**src/rtl/led_pattern_gen.sv**
```systemverilog
// led_pattern_gen
// Prescaled LED pattern generator. Every DIV enabled clocks the LED register
// advances by one step of the pattern chosen by `mode`. A seed can be loaded at
// any time, and the synchronous reset clears the whole pipeline.
//
// Ports:
//   clk   - single clock, all state updates on its rising edge
//   rst   - synchronous, active-high reset (overrides everything)
//   en    - prescaler enable; prescaler and pattern hold while low
//   mode  - pattern select (0 hold, 1 fill, 2 shift, 3 invert, 4 rotate,
//           5 bounce, 6 count, 7 clear), sampled at each step edge
//   load  - load seed into led, restart prescaler, clear bounce direction
//   seed  - value loaded into led on load
//   led   - registered pattern output
//   step  - registered one-cycle pulse following each pattern step
module led_pattern_gen #(
    parameter int WIDTH = 8,
    parameter int DIV   = 4
) (
    input  logic             clk,
    input  logic             rst,
    input  logic             en,
    input  logic [2:0]       mode,
    input  logic             load,
    input  logic [WIDTH-1:0] seed,
    output logic [WIDTH-1:0] led,
    output logic             step
);

    // Prescaler needs at least one bit even when DIV==1.
    localparam int CW = (DIV > 1) ? $clog2(DIV) : 1;
    localparam logic [CW-1:0] CNT_MAX = CW'(DIV - 1);

    localparam logic [2:0] MODE_HOLD   = 3'd0;
    localparam logic [2:0] MODE_FILL   = 3'd1;
    localparam logic [2:0] MODE_SHIFT  = 3'd2;
    localparam logic [2:0] MODE_INVERT = 3'd3;
    localparam logic [2:0] MODE_ROTATE = 3'd4;
    localparam logic [2:0] MODE_BOUNCE = 3'd5;
    localparam logic [2:0] MODE_COUNT  = 3'd6;
    localparam logic [2:0] MODE_CLEAR  = 3'd7;

    logic [CW-1:0]    cnt_q,  cnt_d;
    logic [WIDTH-1:0] led_q,  led_d;
    logic             dir_q,  dir_d;   // bounce direction: 0 = left, 1 = right
    logic             step_q, step_d;
    logic             step_edge_s;

    // Bounce helper: next LED value for the current direction.
    function automatic logic [WIDTH-1:0] bounce_led(input logic [WIDTH-1:0] cur,
                                                    input logic             dir);
        logic [WIDTH-1:0] res;
        if (cur == {WIDTH{1'b0}}) begin
            res = {{(WIDTH-1){1'b0}}, 1'b1};
        end else if (!dir && cur[WIDTH-1]) begin
            res = cur >> 1;
        end else if (dir && cur[0]) begin
            res = cur << 1;
        end else if (dir) begin
            res = cur >> 1;
        end else begin
            res = cur << 1;
        end
        return res;
    endfunction

    // Bounce helper: direction after the step; an empty pattern restarts leftwards.
    function automatic logic bounce_dir(input logic [WIDTH-1:0] cur,
                                        input logic             dir);
        logic res;
        if (cur == {WIDTH{1'b0}}) begin
            res = 1'b0;
        end else if (!dir && cur[WIDTH-1]) begin
            res = 1'b1;
        end else if (dir && cur[0]) begin
            res = 1'b0;
        end else begin
            res = dir;
        end
        return res;
    endfunction

    // Pattern step function for every mode.
    function automatic logic [WIDTH-1:0] next_led(input logic [WIDTH-1:0] cur,
                                                  input logic [2:0]       sel,
                                                  input logic             dir);
        logic [WIDTH-1:0] res;
        case (sel)
            MODE_HOLD:   res = cur;
            MODE_FILL:   res = (&cur) ? {WIDTH{1'b0}} : {1'b1, cur[WIDTH-1:1]};
            MODE_SHIFT:  res = cur >> 1;
            MODE_INVERT: res = ~cur;
            MODE_ROTATE: res = {cur[WIDTH-2:0], cur[WIDTH-1]};
            MODE_BOUNCE: res = bounce_led(cur, dir);
            MODE_COUNT:  res = cur + {{(WIDTH-1){1'b0}}, 1'b1};
            MODE_CLEAR:  res = {WIDTH{1'b0}};
            default:     res = {WIDTH{1'b0}};
        endcase
        return res;
    endfunction

    // Next-state logic: load beats a step edge; en low freezes everything.
    always_comb begin
        cnt_d       = cnt_q;
        led_d       = led_q;
        dir_d       = dir_q;
        step_d      = 1'b0;
        step_edge_s = en && (cnt_q == CNT_MAX);
        if (load) begin
            led_d = seed;
            cnt_d = {CW{1'b0}};
            dir_d = 1'b0;
        end else if (step_edge_s) begin
            cnt_d  = {CW{1'b0}};
            led_d  = next_led(led_q, mode, dir_q);
            step_d = 1'b1;
            // Direction only moves on bounce steps so other modes keep it intact.
            if (mode == MODE_BOUNCE) begin
                dir_d = bounce_dir(led_q, dir_q);
            end else begin
                dir_d = dir_q;
            end
        end else if (en) begin
            cnt_d = cnt_q + {{(CW-1){1'b0}}, 1'b1};
        end else begin
            cnt_d = cnt_q;
        end
    end

    // State registers with synchronous reset that also discards the prescaler phase.
    always_ff @(posedge clk) begin
        if (rst) begin
            cnt_q  <= {CW{1'b0}};
            led_q  <= {WIDTH{1'b0}};
            dir_q  <= 1'b0;
            step_q <= 1'b0;
        end else begin
            cnt_q  <= cnt_d;
            led_q  <= led_d;
            dir_q  <= dir_d;
            step_q <= step_d;
        end
    end

    assign led  = led_q;
    assign step = step_q;

endmodule

```
**config.mk**
```make
export PLATFORM = sky130hd
export DESIGN_NAME = led_pattern_gen
export DESIGN_NICKNAME = d
export VERILOG_FILES = /design/src/rtl/led_pattern_gen.sv
export SDC_FILE = /design/constraint.sdc
export NUM_CORES = 1
export LEC_CHECK = 0
export ABC_AREA = 1
export CORE_MARGIN = 5
export CORE_UTILIZATION = 50
export DETAILED_ROUTE_END_ITERATION = 8
export MAX_ROUTING_LAYER = met4
export PLACE_DENSITY = 0.89
export SKIP_LAST_GASP = 1
export SLEW_MARGIN = 20
export SYNTH_ARGS = -nofsm -noshare
export SYNTH_HDL_FRONTEND = slang
export SYNTH_SLANG_ARGS = --single-unit
```
**constraint.sdc**
```tcl
create_clock -name clk -period 2.1 [get_ports clk]
set_clock_uncertainty 0.1 [all_clocks]
set_input_delay 0.315 -clock clk [delete_from_list [all_inputs] [get_ports clk]]
set_output_delay 0.315 -clock clk [all_outputs]
set_load 0.01 [all_outputs]
```
==> out/metrics.cfg, run 1 <==
[outcome]
status=complete, no violations

[synthesis]
synth_area_leaders=dfxtp_1, nand2_1, nor2_1
synthArstFlopShare_pct=0
synth_most_common_cell=nand2_1
ys_warn_count=0
synth_largest_area_cell=dfxtp_1
synth_xor_xnor_area_share_pct=0.770
ys_seq_area_share_pct=21.1
synthAdderAreaFrac_pct=3.30
synthFlopType=dfxtp_1
synth_mux_area_share_pct=0.880
synth-simple-area-share_pct=40.4
synth_top_family_by_area=simple AND/OR/NAND/NOR gates
synth.distinct_cells=26
synthCells=204
synth-compound-area-share_pct=23.0
synth.avg_cell_area_um2=5.58
synth_commonest_cells=nand2_1, nor2_1, inv_1, o21ai_0, a21oi_1
synth_seq_cells=12
synth_area_mm2=0.00114
synth_edf_count=0
synthesis.nets=222
synth_top_area_share_pct=21.1

[clocking]
post-cts-setup-buffer-count=0
cts_root_buf=clkbuf_4
clock_latency_ps=280
hold_buffers=0
h-tree-depth=1
cts_resized=0
cts_tree=built
clkTransAtPathRegs_ps=80
cts_buffer_depth=2
cts_sinks=12
cts-buffers-inserted=3

[grt]
grt_pass1_vias=1405
grt_max_degree=10
grt_pass1_wl_mm=6.13
grt_overflow_total=0
track_usage_pct=24.3
antenna_found_initial=0

[route]
drtAntennaViolNets=0
vias=1491
drt-total-wl_mm=3.62
drt_iter0_drc=98
wl_per_cell_um=13.6
drtPass1Iterations=5
viasPerCell=5.58
drc=0

[timing]
setup-tns-final_ps=0
worstMarginPinSlew_ps=585
finalCriticalPeriod_ps=1890
max_slew_margin_pct=60.7
layout_setup_ws_ps=210
finalHoldViolations=0
max_freq_mhz=529
setup_viol=0
rsz0062_at_grt=false
slew_viol_final=0
fin_crit_sh_pct=90.0

[final_layout]
antenna-diode-count=0
syn2layout_area_growth_pct=32.2
fillCellCount=210
drive_above_1_share_pct=9.21
stdcell_area_mm2=0.00150
utilization_pct=68.6
fin_nets=259

[place]
placed_area_mm2=0.00148
post-place-ws_ps=41.1
dp_hpwl_mm=2.83
gp_congestion=1.04
numPortBuffers=23

[worst_setup_path]
cp_slowest_cell=clkdlybuf4s50_1
cp.required_ps=1680
ff2ff_setup_slack_ps=230
rr_worst_depth=8
critPathArrivalTime_ps=1480
r2r_start=led[5]
worstSetupEndpointType=primary output
cp-start-kind=flip-flop
path_class=reg2out
slowest_delay_ps=530
crit_fanout=6
cp_cell_sequence=buf_4, clkdlybuf4s50_1
timing.rr.end=led[7]

[die]
core_mm2=0.00219
rows=17
initial_core_util_pct=51.9
ios=24
fp.dieArea_mm2=0.00333
die_width_um=57.7
die_height_um=57.7

[run]
maxCapViolCount=0

[hold_path]
hp-class=reg2reg
min_to=cnt_q[1]
hp-start=cnt_q[1]
hold_depth=2

[power]
p_per_area_mw_per_mm2=410
leakage_nw=0.640
peakVddDrop_v=0.000310

## registers in the layout (all words and copies together) (netlist names)
| signal | flops |
|---|---|
| cnt_q | 2 |
| dir_q | 1 |
| step | 1 |
| led | 8 |
## routing by layer
| layer | global-route usage (%) | part of all wire, % | vias up |
|---|---|---|---|
| li1 | - | - | 747 |
| met1 | 29.6 | 39 | 643 |
| met2 | 38.2 | 46 | 80 |
| met3 | 4.45 | 12 | 21 |
| met4 | 11.9 | 3.1 | 0 |
| met5 | - | 0 | - |
## per-stage QoR
step                      power, W  cells  hold slack (ps)
after floorplan           0.000368    204              348
after global placement    0.000470    264              379
after detailed placement  0.000470    264              398
after CTS                 0.000615    267              415
after global routing      0.000660    267              465
final                     0.000617    267              410
## cell usage in the layout (no fill, tap or decap), types with 2 or more instances in the layout
cell,instances
a21oi_1,15
a22oi_1,2
buf_4,13
clkbuf_4,3
clkdlybuf4s50_1,23
clkinv_1,2
dfxtp_1,12
ha_1,3
inv_1,21
inv_2,4
nand2_1,49
nand3_1,12
nand4_1,5
nor2_1,32
nor3_1,6
o21ai_0,21
o21ai_1,6
o22ai_1,2
## kinds of logic (layout without fill, tap and decap cells)
kind of cell / after synthesis / after routing
adders and majority gates: 3 / 3
xor gates and xnor gates: 1 / 1
DFF: 12 / 12
and+or+nand+nor: 107 / 107
AOI/OAI and AO/OA: 49 / 49
buffers and inverters: 31 / 66
muxes: 1 / 1
## worst max-delay path: cells and delay by family, from the launching register on
kind,cells,cell delay (ps)
flip-flops,1,470
buffers and inverters,2,720
## power by group
part | internal [W] | switching, W
logic | 0.0000962 | 0.000114
registers | 0.000239 | 0.0000208
clock network | 0.0000665 | 0.0000801
## final cells by class
type | count | area, um^2 | share of cell area [%]
Multi-Input combinational cell | 161 | 777 | 51.7
Timing Repair Buffer | 36 | 328 | 21.8
Sequential cell | 12 | 240 | 16.0
Inverter | 27 | 101 | 6.74
Tap cell | 28 | 35.0 | 2.33
Clock buffer | 3 | 22.5 | 1.50
## worst max-delay path by stage
stage,from,to,slack (ps),cells past startpoint
5_1_grt,led[5],led[7],70,8
6_report,led[0],led[0],210,2
3_5_place_dp,mode[1],dir_q,40,8
2_1_floorplan,led[0],led[2],560,8
3_3_place_gp,mode[1],dir_q,80,8
4_1_cts,led[0],led[0],210,2
No activity file was read; power rests on OpenSTA's default activity.
==> run 2, diff against run 1 <==
--- a/config.mk
+++ b/config.mk
@@ -8,6 +8,7 @@
 export ABC_AREA = 1
 export CORE_MARGIN = 5
 export CORE_UTILIZATION = 50
+export CTS_BUF_LIST = sky130_fd_sc_hd__clkbuf_16
 export DETAILED_ROUTE_END_ITERATION = 8
 export MAX_ROUTING_LAYER = met4
 export PLACE_DENSITY = 0.89
==> out/metrics.cfg, run 2 (synthesis results as in run 1) <==
[outcome]
status=complete, no violations  ; unchanged

[route]
vias=1499  ; was 1491
drt_iter0_drc=83  ; was 98
drtAntennaViolNets=0  ; unchanged
drtPass1Iterations=5  ; unchanged
wl_per_cell_um=13.7  ; was 13.6 um
drt-total-wl_mm=3.67  ; was 3.62 mm
viasPerCell=5.61  ; was 5.58
drc=0  ; unchanged

[timing]
fin_crit_sh_pct=88.6  ; was 90.0%
max_freq_mhz=537  ; was 529 MHz
setup_viol=0  ; unchanged
worstMarginPinSlew_ps=582  ; was 585 ps
setup-tns-final_ps=0  ; unchanged
finalHoldViolations=0  ; unchanged
max_slew_margin_pct=61.0  ; was 60.7%
slew_viol_final=0  ; unchanged
rsz0062_at_grt=false  ; unchanged
finalCriticalPeriod_ps=1860  ; was 1890 ps

[die]
die_width_um=57.7  ; unchanged
die_height_um=57.7  ; unchanged
rows=17  ; unchanged
initial_core_util_pct=51.9  ; unchanged
fp.dieArea_mm2=0.00333  ; unchanged
core_mm2=0.00219  ; unchanged
ios=24  ; unchanged

[worst_setup_path]
cp.required_ps=1680  ; about the same
cp-start-kind=flip-flop  ; unchanged
crit_family=buffers and inverters  ; unchanged
timing.rr.end=led[5]  ; was led[7]
path_buf_inv=2  ; unchanged
critPathArrivalTime_ps=1450  ; was 1480 ps
r2r_start=led[5]  ; unchanged
path_class=reg2out  ; unchanged
cp_slowest_cell=clkdlybuf4s50_1  ; unchanged
crit_cells=2  ; unchanged
crit_fanout=6  ; unchanged
cp_cell_sequence=buf_4, clkdlybuf4s50_1  ; unchanged
ff2ff_setup_slack_ps=260  ; was 230 ps
worstSetupEndpointType=primary output  ; unchanged
rr_worst_depth=6  ; was 8
slowest_delay_ps=530  ; about the same

[clocking]
cts_tree=built  ; unchanged
clkTransAtPathRegs_ps=40  ; was 80 ps
cts_resized=0  ; unchanged
cts_root_buf=clkbuf_16  ; was clkbuf_4
clock_latency_ps=240  ; was 280 ps
h-tree-depth=1  ; unchanged
post-cts-setup-buffer-count=0  ; unchanged
hold_buffers=0  ; unchanged
cts-buffers-inserted=3  ; unchanged
cts_sinks=12  ; unchanged
cts_buffer_depth=2  ; unchanged

[final_layout]
fin_nets=259  ; unchanged
final_cell_mix=nand2_1, nor2_1, clkdlybuf4s50_1  ; unchanged
drive_above_1_share_pct=9.21  ; unchanged
antenna-diode-count=0  ; unchanged
utilization_pct=71.0  ; was 68.6%
fillCellCount=194  ; was 210
syn2layout_area_growth_pct=36.9  ; was 32.2%
layout_commonest_cell=nand2_1  ; unchanged
largest_reg_flops=8  ; unchanged

[power]
power.total_w=0.000820  ; was 0.000617 W
power.share.clock_pct=42.5  ; was 23.8%
leakage_nw=0.664  ; was 0.640 nW
power_switching_w=0.000235  ; was 0.000215 W
comb_power_share_pct=25.6  ; was 34.1%
p_int_w=0.000585  ; was 0.000402 W
p_seq_share_pct=31.9  ; was 42.1%
swShare_pct=28.7  ; was 34.9%
p_per_area_mw_per_mm2=527  ; was 410 mW/mm^2
peakVddDrop_v=0.000470  ; was 0.000310 V

[grt]
grt_pass1_vias=1424  ; was 1405
antenna_found_initial=0  ; unchanged
grt_overflow_total=0  ; unchanged
grt_pass1_wl_mm=6.27  ; was 6.13 mm
grt_max_degree=10  ; unchanged
use_met2_pct=39.8  ; was 38.2%
track_usage_pct=24.8  ; was 24.3%
met3_usage_pct=4.90  ; was 4.45%
top_usage_layer=met2  ; unchanged
grtUsageMet1_pct=30.7  ; was 29.6%

[hold_path]
hp-class=reg2reg  ; unchanged
min_to=cnt_q[1]  ; unchanged
hold_depth=2  ; unchanged
hp-start=cnt_q[1]  ; unchanged

[place]
dp_hpwl_mm=2.83  ; unchanged
gp_congestion=1.04  ; unchanged
numPortBuffers=23  ; unchanged

[run]
maxCapViolCount=0  ; unchanged

==> run 2: worst max path at each step <==
stage / startpoint / slack, ps / to
2_1_floorplan: led[0] / 560 / led[2]
3_3_place_gp: mode[1] / 80 / dir_q
3_5_place_dp: mode[1] / 40 / dir_q
4_1_cts: mode[0] / 250 / led[7]
5_1_grt: mode[0] / 100 / led[7]
6_report: led[0] / 240 / led[0]
==> run 2: metal layers <==
metal / wire, um / vias to the layer above
met5: 0 / -
met4: 94 / 0
met3: 415 / 11
met2: 1700 / 88
met1: 1450 / 650
li1: - / 750
==> run 2: through the flow <==
step / hold slack (ps) / setup slack, ps / instance area [um^2] / instances
2_1_floorplan: 348 / 560 / 1140 / 204
3_3_place_gp: 379 / 77.4 / 1480 / 264
3_5_place_dp: 398 / 41.1 / 1480 / 264
4_1_cts: 408 / 255 / 1560 / 267
5_1_grt: 456 / 104 / 1560 / 267
6_report: 401 / 238 / 1560 / 267
==> run 2: final cells by class <==
class                   count  area [um^2]  area share [%]
flip-flops and latches     12          240            15.4
repair buffers             36          328            21.1
well taps                  28         35.0            2.25
clock buffers               3         75.1            4.82
multi-input cells         161          777            49.9
inverters                  27          101            6.51
==> run 2: worst min-delay path: stages, from the launching register on <==
cell and delay (ps):
dfxtp_1 320, mux2i_1 70, nor2_1 70
==> run 2: power by group through the flow <==
stage               Clock [W]  Sequential [W]  Combinational [W]
finish               0.000348        0.000261           0.000210
detailed placement          0        0.000264           0.000206
floorplan                   0        0.000261           0.000107
CTS                  0.000349        0.000260           0.000209
global placement            0        0.000264           0.000206
global route         0.000363        0.000263           0.000234
